File: src/rtl/pipe_seq_pkg.sv
// Shared types and constants for the 5-stage pipeline sequencer.
package pipe_seq_pkg;

  // Sequencer FSM states; the encoding is exported on state_dbg
  typedef enum logic [2:0] {
    BOOT, RUN, STALL, DRAIN, PUSH_LO, PUSH_HI, VECTOR, RET_WAIT
  } seqState_t;

  // Fetch PC source select
  typedef enum logic [1:0] {
    PCSEL_SEQ = 2'b00,
    PCSEL_BR  = 2'b01,
    PCSEL_VEC = 2'b10,
    PCSEL_RET = 2'b11
  } pcSel_t;

  // Interrupt vector table indices
  localparam logic [2:0] VEC_RESET = 3'd0;
  localparam logic [2:0] VEC_INT   = 3'd1;

  // Control bundle driven to the pipeline each cycle
  typedef struct packed {
    pcSel_t     pcSel;
    logic [2:0] vecIndex;
    logic       fetchEn;
    logic       fdEn;
    logic       fdFlush;
    logic       deFlush;
    logic       pushPc;
    logic       pushHalf;
    logic       intAck;
  } seqCtrl_t;

  // Values presented while reset is held: nothing fetched, both buffers flushed
  localparam seqCtrl_t CTRL_RESET = '{
    pcSel: PCSEL_SEQ, vecIndex: VEC_RESET, fetchEn: 1'b0, fdEn: 1'b0,
    fdFlush: 1'b1, deFlush: 1'b1, pushPc: 1'b0, pushHalf: 1'b0, intAck: 1'b0
  };

  function automatic int maxOf3(input int a, input int b, input int c);
    int m;
    m = (a > b) ? a : b;
    return (m > c) ? m : c;
  endfunction

endpackage

File: src/rtl/pipe_seq_ctrl_cnt.sv
// Loadable down-counter with zero flag, shared by STALL, DRAIN and RET_WAIT
// (only one of those waits is ever active at a time).
module seq_down_counter #(
  parameter int W = 2
) (
  input  logic         clk,
  input  logic         rst,
  input  logic         load,
  input  logic [W-1:0] loadVal,
  input  logic         dec,
  output logic [W-1:0] count,
  output logic         zero
);

  // Load wins over decrement; decrement holds at zero
  always_ff @(posedge clk or negedge rst) begin
    if (!rst)                   count <= '0;
    else if (load)              count <= loadVal;
    else if (dec && !zero)      count <= count - W'(1);
  end

  assign zero = (count == '0);

endmodule

File: src/rtl/pipe_seq_ctrl.sv
// Central sequencer for the 5-stage core (fetch/decode/execute/memory/WB).
// Handles taken-branch flushes, load-use stalls, reset boot, interrupt entry
// (drain, two-half PC push, vector load) and RTI return with one FSM.
// Optional macro PIPE_SEQ_PERF_EN enables the stall/flush perf counters.
module pipe_seq_ctrl
  import pipe_seq_pkg::*;
#(
  parameter int DRAIN_CYCLES   = 3,
  parameter int LOAD_USE_STALL = 1,
  parameter int RET_LAT        = 2
) (
  input  logic        clk,
  input  logic        rst,
  input  logic        int_req,
  input  logic        load_use,
  input  logic        branch_taken,
  input  logic        is_rti,
  output logic [1:0]  pc_select,
  output logic [2:0]  vec_index,
  output logic        fetch_en,
  output logic        fd_en,
  output logic        fd_flush,
  output logic        de_flush,
  output logic        push_pc,
  output logic        push_half,
  output logic        int_ack,
  output logic [2:0]  state_dbg,
  output logic [15:0] stall_cnt,
  output logic [15:0] flush_cnt
);

  localparam int CW = $clog2(maxOf3(DRAIN_CYCLES, LOAD_USE_STALL, RET_LAT) + 1);

  seqState_t state, nextState;
  seqCtrl_t  ctrl;
  logic      intReqQ, intPending, clrPending;
  logic      cntLoad, cntDec, cntZero;
  logic [CW-1:0] cntLoadVal, cntVal;

  seq_down_counter #(.W(CW)) uCnt (
    .clk     (clk),
    .rst     (rst),
    .load    (cntLoad),
    .loadVal (cntLoadVal),
    .dec     (cntDec),
    .count   (cntVal),
    .zero    (cntZero)
  );

  // Interrupt edge latch; a new edge in the clearing cycle keeps it pending
  always_ff @(posedge clk or negedge rst) begin
    if (!rst) begin
      intReqQ    <= 1'b0;
      intPending <= 1'b0;
    end else begin
      intReqQ <= int_req;
      if (int_req && !intReqQ) intPending <= 1'b1;
      else if (clrPending)     intPending <= 1'b0;
    end
  end

  // Next-state, counter control and output decode (state plus RUN hazard terms)
  always_comb begin
    nextState     = state;
    cntLoad       = 1'b0;
    cntLoadVal    = '0;
    cntDec        = 1'b0;
    clrPending    = 1'b0;
    ctrl          = CTRL_RESET;
    ctrl.fdEn     = 1'b1;
    ctrl.fdFlush  = 1'b0;
    ctrl.deFlush  = 1'b0;
    case (state)
      BOOT: begin
        ctrl.pcSel    = PCSEL_VEC;
        ctrl.vecIndex = VEC_RESET;
        ctrl.fetchEn  = 1'b1;
        ctrl.fdEn     = 1'b0;
        ctrl.fdFlush  = 1'b1;
        ctrl.deFlush  = 1'b1;
        nextState     = RUN;
      end
      RUN: begin
        ctrl.fetchEn = 1'b1;
        if (branch_taken) begin
          ctrl.pcSel   = PCSEL_BR;
          ctrl.fdFlush = 1'b1;
          ctrl.deFlush = 1'b1;
        end else if (is_rti) begin
          ctrl.fetchEn = 1'b0;
          ctrl.fdFlush = 1'b1;
          cntLoad      = 1'b1;
          cntLoadVal   = CW'(RET_LAT - 1);
          nextState    = RET_WAIT;
        end else if (intPending) begin
          ctrl.fetchEn = 1'b0;
          ctrl.fdFlush = 1'b1;
          cntLoad      = 1'b1;
          cntLoadVal   = CW'(DRAIN_CYCLES - 1);
          nextState    = DRAIN;
        end else if (load_use) begin
          ctrl.fetchEn = 1'b0;
          ctrl.fdEn    = 1'b0;
          ctrl.deFlush = 1'b1;
          cntLoad      = 1'b1;
          cntLoadVal   = CW'(LOAD_USE_STALL - 1);
          if (LOAD_USE_STALL > 1) nextState = STALL;
        end
      end
      STALL: begin
        if (branch_taken) begin
          ctrl.pcSel   = PCSEL_BR;
          ctrl.fetchEn = 1'b1;
          ctrl.fdFlush = 1'b1;
          ctrl.deFlush = 1'b1;
          nextState    = RUN;
        end else begin
          // The RUN cycle that detected the hazard was the first bubble, so
          // leave once this decrement brings the counter to zero.
          ctrl.fetchEn = 1'b0;
          ctrl.fdEn    = 1'b0;
          ctrl.deFlush = 1'b1;
          cntDec       = 1'b1;
          if (cntVal <= CW'(1)) nextState = RUN;
        end
      end
      DRAIN: begin
        ctrl.fdFlush = 1'b1;
        if (branch_taken) begin
          // Let the target into the PC so it becomes the saved return address
          ctrl.pcSel   = PCSEL_BR;
          ctrl.fetchEn = 1'b1;
          ctrl.deFlush = 1'b1;
          cntLoad      = 1'b1;
          cntLoadVal   = CW'(DRAIN_CYCLES - 1);
        end else begin
          ctrl.fetchEn = 1'b0;
          cntDec       = 1'b1;
          if (cntZero) nextState = PUSH_LO;
        end
      end
      PUSH_LO: begin
        ctrl.fdFlush = 1'b1;
        ctrl.pushPc  = 1'b1;
        nextState    = PUSH_HI;
      end
      PUSH_HI: begin
        ctrl.fdFlush  = 1'b1;
        ctrl.pushPc   = 1'b1;
        ctrl.pushHalf = 1'b1;
        nextState     = VECTOR;
      end
      VECTOR: begin
        ctrl.pcSel    = PCSEL_VEC;
        ctrl.vecIndex = VEC_INT;
        ctrl.fetchEn  = 1'b1;
        ctrl.fdFlush  = 1'b1;
        ctrl.intAck   = 1'b1;
        clrPending    = 1'b1;
        nextState     = RUN;
      end
      RET_WAIT: begin
        ctrl.fdFlush = 1'b1;
        if (cntZero) begin
          ctrl.pcSel   = PCSEL_RET;
          ctrl.fetchEn = 1'b1;
          nextState    = RUN;
        end else begin
          cntDec = 1'b1;
        end
      end
      default: nextState = BOOT;
    endcase
    if (!rst) ctrl = CTRL_RESET;
  end

  // FSM state register
  always_ff @(posedge clk or negedge rst) begin
    if (!rst) state <= BOOT;
    else      state <= nextState;
  end

  assign pc_select = ctrl.pcSel;
  assign vec_index = ctrl.vecIndex;
  assign fetch_en  = ctrl.fetchEn;
  assign fd_en     = ctrl.fdEn;
  assign fd_flush  = ctrl.fdFlush;
  assign de_flush  = ctrl.deFlush;
  assign push_pc   = ctrl.pushPc;
  assign push_half = ctrl.pushHalf;
  assign int_ack   = ctrl.intAck;
  assign state_dbg = state;

`ifdef PIPE_SEQ_PERF_EN
  logic [15:0] stallCntQ, flushCntQ;

  // Saturating perf counters for fetch stalls and D/E flushes after boot
  always_ff @(posedge clk or negedge rst) begin
    if (!rst) begin
      stallCntQ <= '0;
      flushCntQ <= '0;
    end else if (state != BOOT) begin
      if (!ctrl.fetchEn && stallCntQ != 16'hFFFF) stallCntQ <= stallCntQ + 16'd1;
      if (ctrl.deFlush  && flushCntQ != 16'hFFFF) flushCntQ <= flushCntQ + 16'd1;
    end
  end

  assign stall_cnt = stallCntQ;
  assign flush_cnt = flushCntQ;
`else
  assign stall_cnt = 16'd0;
  assign flush_cnt = 16'd0;
`endif

endmodule

File: config.mk
export PLATFORM = sky130hd
export DESIGN_NAME = pipe_seq_ctrl
export DESIGN_NICKNAME = d
export VERILOG_FILES = /design/src/rtl/pipe_seq_pkg.sv /design/src/rtl/pipe_seq_ctrl_cnt.sv /design/src/rtl/pipe_seq_ctrl.sv
export SDC_FILE = /design/constraint.sdc
export NUM_CORES = 1
export LEC_CHECK = 0
export BUFFER_PORTS_ARGS = -buffer_cell sky130_fd_sc_hd__buf_2
export CORE_MARGIN = 2
export CORE_UTILIZATION = 39
export CTS_CLUSTER_DIAMETER = 60
export CTS_CLUSTER_SIZE = 8
export DETAILED_ROUTE_END_ITERATION = 10
export GPL_TIMING_DRIVEN = 0
export PLACE_DENSITY = 0.76
export SKIP_LAST_GASP = 1
export SYNTH_ARGS = -nofsm -noshare
export SYNTH_HDL_FRONTEND = slang
export SYNTH_SLANG_ARGS = --single-unit
File: constraint.sdc
create_clock -name clk -period 1.6 [get_ports clk]
set_input_delay 0.32 -clock clk [delete_from_list [all_inputs] [get_ports clk]]
set_output_delay 0.32 -clock clk [all_outputs]
set_load 0.01 [all_outputs]
Word-level counts from Yosys, hierarchy flattened
Cells that the tools add are included.
{"block": "word_totals", "in_bits": 6, "output_inout_bits": 47, "elab_cells": 85, "reg_bits": 7}
{"block": "classes", "add_sub_neg": 1, "n_mux": 51, "reduce_logical": 15, "n_lt_le_gt_ge": 1, "n_eq_ne": 13}
{"cell": "$mux 3", "n": 8}
{"cell": "$mux 1", "n": 23}
{"cell": "$pmux 3 s7", "n": 1}
{"cell": "$mux 2", "n": 10}
{"cell": "$eq 3x3->1 const B", "n": 4}
{"cell": "$mux 12", "n": 1}
{"cell": "$pmux 1 s3", "n": 3}
{"cell": "$reduce_or 2->1", "n": 4}
{"cell": "$eq 3x2->1 const B", "n": 2}
{"cell": "$ne 3x3->1 const B", "n": 2}
{"cell": "$pmux 2 s3", "n": 1}
{"cell": "$reduce_and 6->1", "n": 1}
{"cell": "$reduce_or 6->1", "n": 1}
{"cell": "$ne 2x1->1 const B", "n": 2}
{"cell": "$ne 2x2->1 const B", "n": 2}
{"cell": "$pmux 1 s2", "n": 2}
{"cell": "$pmux 1 s4", "n": 1}
{"cell": "$pmux 2 s2", "n": 1}
{"cell": "$reduce_bool 2->1", "n": 2}
{"cell": "$eq 3x1->1 const B", "n": 1}
{"cell": "$logic_not 3->1", "n": 1}
{"cell": "$reduce_or 3->1", "n": 1}
{"cell": "$le 2x1->1 const B", "n": 1}
{"cell": "$logic_and 1x1->1", "n": 2}
{"cell": "other kinds (3)", "n": 4}

Depth between registers and ports, before layout
{"block": "depth", "ltp_word": 6, "mapped_depth": 5, "ltp_nobuf": 5}

Modules after synthesis
From an unflattened synthesis, not the netlist that was laid out.
{"block": "unflattened", "hier_cells": 117, "area_unflattened_um2": 897.1}
{"mod": "pipe_seq_ctrl", "instances": 1, "cells_each": 104, "area_each_um2": 764.5, "seq_area_each_um2": 125.1}
{"mod": "seq_down_counter", "instances": 1, "cells_each": 13, "area_each_um2": 132.6, "seq_area_each_um2": 50.0}

Least setup slack after synthesis
OpenSTA, ideal clock, no wires.
{"block": "synth_timing", "path_type": "register to output", "startpoint": "reg state[1] (netlist: state_dbg[1])", "endpoint": "out vec_index[0]", "stages_incl_launch_ff": 6, "setup_slack_ps": -114, "required_time_ps": 1280, "n_path_buf": 3, "t_arrival_ps": 1394, "cell_sequence": "dfrtp_1 > buf_6 > clkbuf_1 > nand2_1 > nor3_1 > buf_4"}
{"block": "synth_between", "elab_chain_len": 3}
{"element": "start: declaration", "line_no": "pipe_seq_ctrl.sv:34", "source": "seqState_t state, nextState;"}
{"element": "start signal: assignment", "line_no": "pipe_seq_ctrl.sv:180", "source": "else state <= nextState;"}
{"element": "$eq 3x3->1", "line_no": "pipe_seq_ctrl.sv:73", "source": "case (state)"}
{"element": "$mux 1", "line_no": "pipe_seq_ctrl.sv:73"}
{"element": "$mux 12", "line_no": "pipe_seq_ctrl.sv:174", "source": "if (!rst) ctrl = CTRL_RESET;"}
{"element": "end: declaration", "line_no": "pipe_seq_ctrl.sv:19", "source": "output logic [2:0] vec_index,"}
No other way between the ends.

Final worst setup path
{"block": "layout_timing", "startpoint": "reg state[1] (netlist: state_dbg[1])", "endpoint": "out fd_en"}
{"block": "layout_between", "elab_chain_len": 3, "elab_cells_between_ends": 5, "classes_between": "eq/ne: 2; mux: 2; reduce/logical: 1"}
{"element": "$eq 3x2->1 (tied with other cells)", "line_no": "pipe_seq_ctrl.sv:73"}
{"element": "$pmux 1 s3 *", "line_no": "pipe_seq_ctrl.sv:73"}
{"element": "$mux 12 *", "line_no": "pipe_seq_ctrl.sv:174"}
{"element": "end: declaration", "line_no": "pipe_seq_ctrl.sv:21", "source": "output logic fd_en,"}
Mark *: on every way between the ends. The rest lies on a longest branch, timed or not.

==> impl_results.md <==
* Boundary Pins at 53
* Power Total at 1.74 mW
* Crit Path Max Fanout at 5
* Post-synth top cells: buf_4 (35), inv_1 (8), dfrtp_1 (7), nand2_1 (7), o21ai_0 (6)
* Placed Area at around 1100 um^2
* Vias per std cell at 4.47
* Asr flop ratio synth at 1.00
* Vias in the first global route at approximately 800
* Final cycle utilization of the critical path at 1.12
* Rows at 17
* Crit path arrival time at 1470 ps
* Layout cells sized above 1 at 0.494
* Count leader, synth: buf_4
* PortBufs at 17
* Avg Inst Size Synth at 7.76 um^2
* Longest Clk Path Bufs at 2
* GRT Overall Usage at 0.183
* Cell taking the most area after synthesis: buf_4
* Setup ws final at -186 ps
* Drt first pass iters at 4
* Clk pin slew, worst setup/hold paths at 60 ps
* Startpoint types: register
* WHS Path Cells at 1
* Initial Utilization at 0.407
* Avg WL per Cell at between 10 and 15 um
* Die ar. at ~2700 um^2
* # setup viols final at 11
* Largest net degree at the start of global routing at 11
* Failing checks: setup timing
* Reg2Reg Depth at 5
* Global-route wire length before repair at 3.72 mm
* Hold EP: intReqQ$_DFF_PN0_
* Core area at roughly 2200 um^2
* CTS tree: done
* Residual DRC at 0
* H-tree Lvls at 1
* Seq/Total Area, Yosys at 0.196
* Pwr dens at roughly 1300 nW/um^2
* R2R setup slack at -150 ps
* Root buf cell: clkbuf_4
* Mapped Area at 892 um^2
* Design area at 1330 um^2
* Initial antenna violation count at 0
* Worst endpoint required time at between 1000 and 1500 ps
* Synth Instances at 115
* Min-Delay Path Class: in2reg
* Die X at 51.8 um
* Share of the core filled with cells at 0.607
* Leakage at 0.712 nW
* CTS Buf Count at 3
* Peak supply drop at roughly 0.63 mV
* Slew Viols, Final at 0
* Layout area overhead at 48.9%
* Die span in y at 51.8 um
* GP Congestion at 0.852
* Synth Register Bits at 7
* Post-synth EDFFs at 0
* R2R Path End: uCnt.count[1]$_DFFE_PN0P_
* RSZ-0062 raised after global routing: yes
* Hold Crit Start: int_req
* Nets at 187
* Post-Route WL at around 2.2 mm
* Status: complete, but fails checks
* Antenna-violating nets left at 0
* Worst r2r src: state_dbg[1]$_DFFE_PN0P_
* Clock latency on the worst-skew pair at 260 ps
* Synth unique cells at 37
* Critical path class: reg2out
* Dpl hpwl at 1.59 mm
* Synthesis warning total at 0
* Critical path capture point type: output pin
* Hold Fails Final Rpt at 0
* GR Overflow Total at 0
* Top cells by area in the synthesized netlist: buf_4 (29%), dfrtp_1 (20%), o21ai_0 (3.4%)
* Tmin final at 1790 ps
* Max_cap viols at 0
* F_max at ~0.56 GHz
* Top-area cell type share of the netlist area at 0.295
* Primary FF master, synth: dfrtp_1
* Clk sink count at 7
* Starting DRT DRC Count at 14
* Via count at 920
* N_diodes at 0
* Clk_skew at 0.382 ps
-- state kept, by name, indices dropped and copies added (netlist names) --
signal / cells
intPending: 1
uCnt.count: 2
intReqQ: 1
state_dbg: 3
-- critical path: stages, from the launching register on --
cell and delay [ps]:
dfrtp_1 400, buf_6 140, nor4b_4 230, a22oi_1 120, o21a_1 180, buf_2 140
-- cell type report --
class                           count  area, um^2
Tap cell                           28        35.0
Fill cell                         201         862
Timing Repair Buffer               26         155
Inverter                            8        32.5
Clock inverter                      1        5.00
Buffer                             40         314
Multi-Input combinational cell     93         586
Sequential cell                     7         179
Clock buffer                        3        22.5
-- timing repair --
action / in CTS / in global routing
endpoints found under the setup margin: 11 / 12
pin swaps: 3 / 5
resized for setup: 23 / 7
endpoints found under the hold margin: 7 / 0
hold buffers: 1 / 0
buffers inserted: 7 / 1
-- stage by stage --
step / TNS, ps / setup slack [ps] / hold WS (ps) / std cells
floorplan: 0 / 7.77 / 24.4 / 148
global placement: -121 / -33.8 / 184 / 193
detailed placement: -306 / -86.9 / 188 / 193
CTS: -1120 / -195 / 179 / 205
global route: -1930 / -251 / 169 / 206
finish: -1040 / -186 / 184 / 206
-- cells by family (layout without fill, tap and decap cells) --
| logic type | after synthesis | in the layout | synth area share |
|---|---|---|---|
| other cells | 1 | 34 | 0.00420 |
| compound gates | 25 | 25 | 0.195 |
| simple gates | 32 | 32 | 0.210 |
| buf+inv | 48 | 78 | 0.366 |
| fa+ha+maj | 2 | 2 | 0.0280 |
| flops | 7 | 7 | 0.196 |
-- power by group --
part	switching, mW	internal, mW	total [mW]
sequential	0.0896	0.255	0.345
combinational	0.642	0.585	1.23
clock	0.0748	0.0918	0.167
total	0.807	0.932	1.74
-- layout by cell type (no fill, tap or decap), types with 2 or more instances in the layout --
master and n:
a31oi_1 2, inv_2 2, clkbuf_4 4, o2111ai_1 2, nand2_1 7, nor3_1 2, conb_1 34, o31ai_1 3
buf_4 44, buf_6 2, nor2_1 2, inv_1 5, o21ai_0 4, buf_2 17, nand2b_1 3, nor3_2 2
dfrtp_2 3, dfrtp_1 4, a22oi_1 2, or4b_1 2
-- routing by layer --
| metal | vias up | track usage | part of all wire |
|---|---|---|---|
| li1 | 461 | - | - |
| met1 | 405 | 0.221 | 0.41 |
| met2 | 50 | 0.323 | 0.51 |
| met3 | 4 | 0.0201 | 0.069 |
| met4 | 0 | 0.0789 | 0.012 |
| met5 | - | 0 | 0 |
-- how the worst max path moves through the flow --
stage / start / endpoint / slack (ps) / cells past startpoint
floorplan: state_dbg[1]$_DFFE_PN0P_ / vec_index[0] / 8 / 5
global placement: state_dbg[1]$_DFFE_PN0P_ / fd_en / -30 / 5
detailed placement: uCnt.count[0]$_DFFE_PN0P_ / uCnt.count[1]$_DFFE_PN0P_ / -90 / 5
CTS: state_dbg[1]$_DFFE_PN0P_ / fd_en / -200 / 5
global route: state_dbg[1]$_DFFE_PN0P_ / fd_en / -250 / 5
finish: state_dbg[1]$_DFFE_PN0P_ / fd_en / -190 / 5
(Power assumes the default switching activity.)
